## config.mk

```make
export PLATFORM = sky130hd
export DESIGN_NAME = dmem_lane_ctrl
export DESIGN_NICKNAME = d
export VERILOG_FILES = /design/src/rtl/dmem_lane_ctrl.sv
export SDC_FILE = /design/constraint.sdc
export NUM_CORES = 1
export LEC_CHECK = 0
export ABC_AREA = 1
export CAP_MARGIN = 25
export CORE_AREA = 10 10 118 120
export DETAILED_ROUTE_END_ITERATION = 8
export DIE_AREA = 0 0 128 130
export GPL_TIMING_DRIVEN = 0
export PLACE_DENSITY_LB_ADDON = 0.12
export SLEW_MARGIN = 20
export SYNTH_ARGS = -nofsm -noshare
export SYNTH_HDL_FRONTEND = slang
export SYNTH_SLANG_ARGS = --single-unit
export TNS_END_PERCENT = 100
```

## constraint.sdc

```tcl
create_clock -name CLK -period 10.2 [get_ports CLK]
set_input_delay 2.04 -clock CLK [delete_from_list [all_inputs] [get_ports CLK]]
set_output_delay 2.04 -clock CLK [all_outputs]
set_load 0.02 [all_outputs]
```

## src/rtl/dmem_lane_ctrl.sv

```systemverilog
// dmem_lane_ctrl: load/store controller over four byte-lane BRAMs with one-cycle registered reads.
// Define DMEM_MISALIGN_EN to allow misaligned half/word accesses split across two rows.
module dmem_lane_ctrl #(
  parameter int ADDR_WIDTH = 8
) (
  input  logic                      CLK,
  input  logic                      RST,
  input  logic                      REQ_VALID,
  output logic                      REQ_READY,
  input  logic                      REQ_WE,
  input  logic [ADDR_WIDTH-1:0]     REQ_ADDR,
  input  logic [1:0]                REQ_SIZE,
  input  logic                      REQ_UNSIGNED,
  input  logic [31:0]               REQ_WDATA,
  output logic                      RSP_VALID,
  output logic [31:0]               RSP_RDATA,
  output logic                      RSP_ERR,
  output logic [4*(ADDR_WIDTH-2)-1:0] LANE_W_ADDR,
  output logic [4*(ADDR_WIDTH-2)-1:0] LANE_R_ADDR,
  output logic [3:0]                LANE_WE,
  output logic [3:0]                LANE_RE,
  output logic [31:0]               LANE_DIN,
  input  logic [31:0]               LANE_DOUT
);
  localparam int RW = ADDR_WIDTH - 2;
  typedef enum logic [1:0] {IDLE, ACCESS, COLLECT, RESP} state_t;
  state_t r_state, w_next;
  logic [ADDR_WIDTH-1:0] r_addr;
  logic [1:0]  r_size;
  logic        r_we, r_uns, r_err;
  logic [31:0] r_wdata, r_rdata;
  logic [2:0]  w_req_n, w_n;
  logic        w_top, w_cross, w_mis, w_err, w_acc;
  logic [3:0]  w_act;
  logic [31:0] w_rb, w_ld;
  logic [RW-1:0] w_row [4];
  assign w_req_n = REQ_SIZE == 2'd0 ? 3'd1 : REQ_SIZE == 2'd1 ? 3'd2 : 3'd4;
  assign w_n     = r_size == 2'd0 ? 3'd1 : r_size == 2'd1 ? 3'd2 : 3'd4;
  assign w_top   = &REQ_ADDR[ADDR_WIDTH-1:2];
  assign w_cross = ({1'b0, REQ_ADDR[1:0]} + w_req_n) > 3'd4;
`ifdef DMEM_MISALIGN_EN
  assign w_mis = 1'b0;
`else
  assign w_mis = (REQ_SIZE == 2'd1 && REQ_ADDR[0]) || (REQ_SIZE == 2'd2 && REQ_ADDR[1:0] != 2'd0);
`endif
  assign w_err     = REQ_SIZE == 2'd3 || (w_top && w_cross) || w_mis;
  assign w_acc     = r_state == ACCESS && !RST;
  assign REQ_READY = r_state == IDLE;
  assign RSP_VALID = r_state == RESP;
  assign RSP_ERR   = r_state == RESP && r_err;
  assign RSP_RDATA = r_rdata;
  // Lane i carries request byte (i - o) mod 4; lanes below the offset wrap to the next row.
  for (genvar i = 0; i < 4; i++) begin : g_lane
    logic [1:0] w_k, w_l;
    logic       w_wr, w_rd;
    assign w_k      = 2'(i) - r_addr[1:0];
    assign w_l      = 2'(i) + r_addr[1:0];
    assign w_act[i] = {1'b0, w_k} < w_n;
    assign w_row[i] = r_addr[ADDR_WIDTH-1:2] + RW'(2'(i) < r_addr[1:0]);
    assign w_wr     = w_acc && r_we && w_act[i];
    assign w_rd     = w_acc && !r_we && w_act[i];
    assign LANE_WE[i] = w_wr;
    assign LANE_RE[i] = w_rd;
    assign LANE_W_ADDR[i*RW +: RW] = w_wr ? w_row[i] : '0;
    assign LANE_R_ADDR[i*RW +: RW] = w_rd ? w_row[i] : '0;
    assign LANE_DIN[8*i +: 8] = w_wr ? r_wdata[{w_k, 3'b000} +: 8] : 8'h00;
    assign w_rb[8*i +: 8] = LANE_DOUT[{w_l, 3'b000} +: 8];
  end
  assign w_ld = r_size == 2'd0 ? {{24{~r_uns & w_rb[7]}}, w_rb[7:0]} :
                r_size == 2'd1 ? {{16{~r_uns & w_rb[15]}}, w_rb[15:0]} : w_rb;
  always_comb begin
    w_next = r_state;
    case (r_state)
      IDLE:    w_next = REQ_VALID ? (w_err ? RESP : ACCESS) : IDLE;
      ACCESS:  w_next = r_we ? RESP : COLLECT;
      COLLECT: w_next = RESP;
      default: w_next = IDLE;
    endcase
  end
  always_ff @(posedge CLK) begin
    if (RST) begin
      r_state <= IDLE;
      r_addr  <= '0;
      r_size  <= '0;
      r_we    <= 1'b0;
      r_uns   <= 1'b0;
      r_err   <= 1'b0;
      r_wdata <= '0;
      r_rdata <= '0;
    end else begin
      r_state <= w_next;
      if (r_state == IDLE && REQ_VALID) begin
        r_addr  <= REQ_ADDR;
        r_size  <= REQ_SIZE;
        r_we    <= REQ_WE;
        r_uns   <= REQ_UNSIGNED;
        r_wdata <= REQ_WDATA;
        r_err   <= w_err;
        if (w_err) r_rdata <= '0;
      end
      if (r_state == ACCESS && r_we) r_rdata <= '0;
      if (r_state == COLLECT) r_rdata <= w_ld;
    end
  end
endmodule

```

==> flow_metrics.tcl <==
set metrics [dict create \
    synthFlopType "dfxtp_1" \
    timing.rr.end "RSP_RDATA[11]" \
    cp-end-kind "primary output" \
    reg2reg_slack_ps 7400 \
    setup_viol 0 \
    drv_slew 0 \
    power_frac_comb 0.526 \
    routedWlPerCell_um 17.0 \
    worst_slew_pin_slew_ps 634 \
    cts_buffer_depth 2 \
    dp.final_hpwl_mm 17.2 \
    leakagePower_nw 3.20 \
    drt_wl_total_mm 21.4 \
    grt_pass1_vias 6634 \
    dieArea_sq_mm 0.0166 \
    p_seq_frac 0.263 \
    drtIter0Drc 635 \
    slowest_stage "clkdlybuf4s50_1" \
    dr.pass1.iters 8 \
    powerDensity_mw_per_mm2 209 \
    required_ps 8160 \
    critPathLaunchType "register" \
    tritoncts "done" \
    arrival_ps 4530 \
    status "finished, final reports clean" \
    dpl-instance-area_sq_mm 0.00774 \
    initial_core_util 0.474 \
    path_clk_slew_ps 60 \
    root_buffer "clkbuf_16" \
    min_path_cells 2 \
    fin_worst_skew_ps 9.26 \
    hold_path_startpoint "r_wdata[31]" \
    async_flop_share 0 \
    cts_sinks 79 \
    drv_cap 0 \
    synth_edf_count 0 \
    cts_made_buffers 9 \
    r2r-start "r_addr[1]" \
    crit_path_max_fanout 10 \
    ys_seq_elements 79 \
    crit_path_cell_trace "inv_1 > buf_2 > buf_2 > buf_2 > ha_1 > inv_2 > buf_2 > buf_2 > ha_1 > nand3_1 > nand2_1 > nor2_2 > inv_2 > buf_6 > a211oi_2 > clkdlybuf4s50_1" \
    stdcell_area_sq_mm 0.00806 \
    holdPathEnd "r_wdata[31]" \
    grt_overflow_total 0 \
    cts_setup_buffers 0 \
    clkLatencyLatePin_ps 350 \
    synthDistinctLibCells 32 \
    htree_levels 3 \
    syn2layout_area_growth_pct 45.1 \
    total_power_mw 1.68 \
    grt_usage 0.250 \
    fillers 1085 \
    finalCriticalPeriod_ps 6570 \
    drc 0 \
    grt_pass1_wl_mm 33.4 \
    syn_area_per_cell_sq_um 6.20 \
    dp.cells 1243 \
    ys_seq_area_frac 0.285 \
    fp.dieW_um 128 \
    hp-class "reg2reg" \
    slew_headroom 0.577 \
    hold_viol 0 \
    synthCells 896 \
    core_sq_mm 0.0117 \
    ir_drop_v 0.000108 \
    rows 40 \
    globalplace.congestion 0.959 \
    clkPwrFrac 0.211 \
    reg2regPathDepth 11 \
    vias 6688 \
    fin_cells 1258 \
    critical_path.most_common_cell "buf_2" \
    drive_above_1_share 0.102 \
    holdBufCountCts 0 \
    syn_area_sq_mm 0.00556 \
    timing.final.crit_share 0.644 \
    antenna_cells 0 \
    fmax_mhz 152 \
    grt_start_max_net_pins 14 \
    crit_type "reg2out" \
    fp.dieH_um 130 \
    max_stage_delay_ps 660 \
    ant_nets 0 \
    internal_power_uw 926 \
    antenna_found_initial 0 \
    vias_per_cell 5.32 \
    yosys_warnings 0 \
    place.port_buffers 200 \
    rsz0062_at_grt "no" \
    io_pins 202 \
    p_sw_frac 0.449 \
    syn_nets 990 \
    cts_resized 0 \
    nNetsFinal 1201 \
    netSwitchingPower_uw 756 \
    fin_setup_tns_ps 0 \
]
==> kinds of logic (layout without fill, tap and decap cells) <==
kind of cell | after synthesis | count (layout) | synth area share
DFF | 79 | 79 | 0.285
adders and majority gates | 15 | 15 | 0.0351
AOI/OAI and AO/OA | 216 | 216 | 0.227
and+or+nand+nor | 397 | 397 | 0.290
buffers and inverters | 177 | 392 | 0.145
xor gates and xnor gates | 12 | 12 | 0.0189
==> routing by layer <==
layer  track usage  part of all wire  vias to the layer above
li1              -                 -                     3309
met1         0.280              0.40                     3021
met2         0.434              0.48                      302
met3        0.0694             0.081                       56
met4         0.110             0.037                        0
met5             0                 0                        -
==> power by group through the flow <==
stage                     Clock (mW)  Combinational, mW  Sequential (mW)
after global placement             0              0.857            0.445
after detailed placement           0              0.869            0.448
after global routing           0.365              0.975            0.452
final                          0.355              0.885            0.442
after floorplan                    0              0.537            0.481
after CTS                      0.352              0.876            0.441
==> registers in the layout, indices dropped and copies added, names as in the netlist <==
signal     cells
RSP_RDATA     32
r_addr         8
r_err          1
r_size         2
r_state        2
r_uns          1
r_wdata       32
r_we           1
==> worst max-delay path by stage <==
stage / from / end / slack (ps) / cells after the start
3_3_place_gp: r_addr[1] / LANE_DIN[22] / 4220 / 16
3_5_place_dp: r_addr[1] / LANE_DIN[21] / 4190 / 16
5_1_grt: r_addr[1] / LANE_DIN[22] / 3450 / 16
6_report: r_addr[1] / LANE_DIN[22] / 3630 / 16
4_1_cts: r_addr[1] / LANE_DIN[21] / 3740 / 16
2_1_floorplan: RST / LANE_DIN[3] / 4880 / 7
==> critical path: cells and delay by family (launching register included) <==
family                     cells  cell delay [ps]
buffers and inverters         10             2580
adders and majority gates      2              660
and+or+nand+nor                3              400
AOI/OAI and AO/OA              1              160
DFF                            1              390
==> cells in the final DEF, fill, tap and decap left out, types with 3 or more instances in the layout <==
cell type / instances
buf_4: 13
ha_1: 14
o21ai_1: 30
o211ai_1: 6
inv_1: 70
nand3_1: 72
clkdlybuf4s50_1: 200
clkbuf_16: 9
inv_2: 35
a211oi_1: 20
o21ai_0: 64
nor2_1: 94
xor2_1: 9
a211oi_2: 12
clkbuf_1: 28
xnor2_1: 3
buf_6: 9
a21oi_1: 78
nand2_1: 222
buf_2: 20
dfxtp_1: 79
==> cell type report <==
class / instances / area [sq um] / area share
multi-input cells: 640 / 3170 / 0.393
repair buffers: 200 / 2000 / 0.248
flip-flops and latches: 79 / 1580 / 0.196
plain buffers: 71 / 408 / 0.0506
inverters: 106 / 398 / 0.0493
clock buffers: 10 / 239 / 0.0296
well taps: 147 / 184 / 0.0228
clock inverters: 5 / 81.3 / 0.0101
==> through the flow <==
step,hold slack (ps),setup WS (ps),utilization
after floorplan,439,4880,-
after global placement,454,4220,0.661
after detailed placement,457,4190,0.661
after CTS,468,3740,0.688
after global routing,480,3450,0.688
final,471,3630,0.688
==> synthesized netlist by cell type (2+ instances only) <==
| master | number | share of area |
|---|---|---|
| nor2_4 | 2 | 0.0041 |
| buf_4 | 13 | 0.018 |
| nand2_1 | 222 | 0.15 |
| nor2_1 | 94 | 0.063 |
| nand2_2 | 2 | 0.0023 |
| buf_6 | 9 | 0.018 |
| buf_2 | 20 | 0.018 |
| a21oi_1 | 78 | 0.070 |
| a211oi_1 | 20 | 0.027 |
| xnor2_1 | 3 | 0.0047 |
| clkbuf_1 | 28 | 0.019 |
| inv_2 | 35 | 0.024 |
| a211oi_2 | 12 | 0.027 |
| o21ai_1 | 30 | 0.027 |
| nor3_1 | 2 | 0.0018 |
| nor2_2 | 2 | 0.0023 |
| dfxtp_1 | 79 | 0.28 |
| xor2_1 | 9 | 0.014 |
| inv_1 | 70 | 0.047 |
| o211ai_1 | 6 | 0.0081 |
| nand3_1 | 72 | 0.065 |
| a21oi_2 | 2 | 0.0032 |
| ha_1 | 14 | 0.032 |
| o21ai_0 | 64 | 0.058 |
Power figures use the tool's default switching activity.
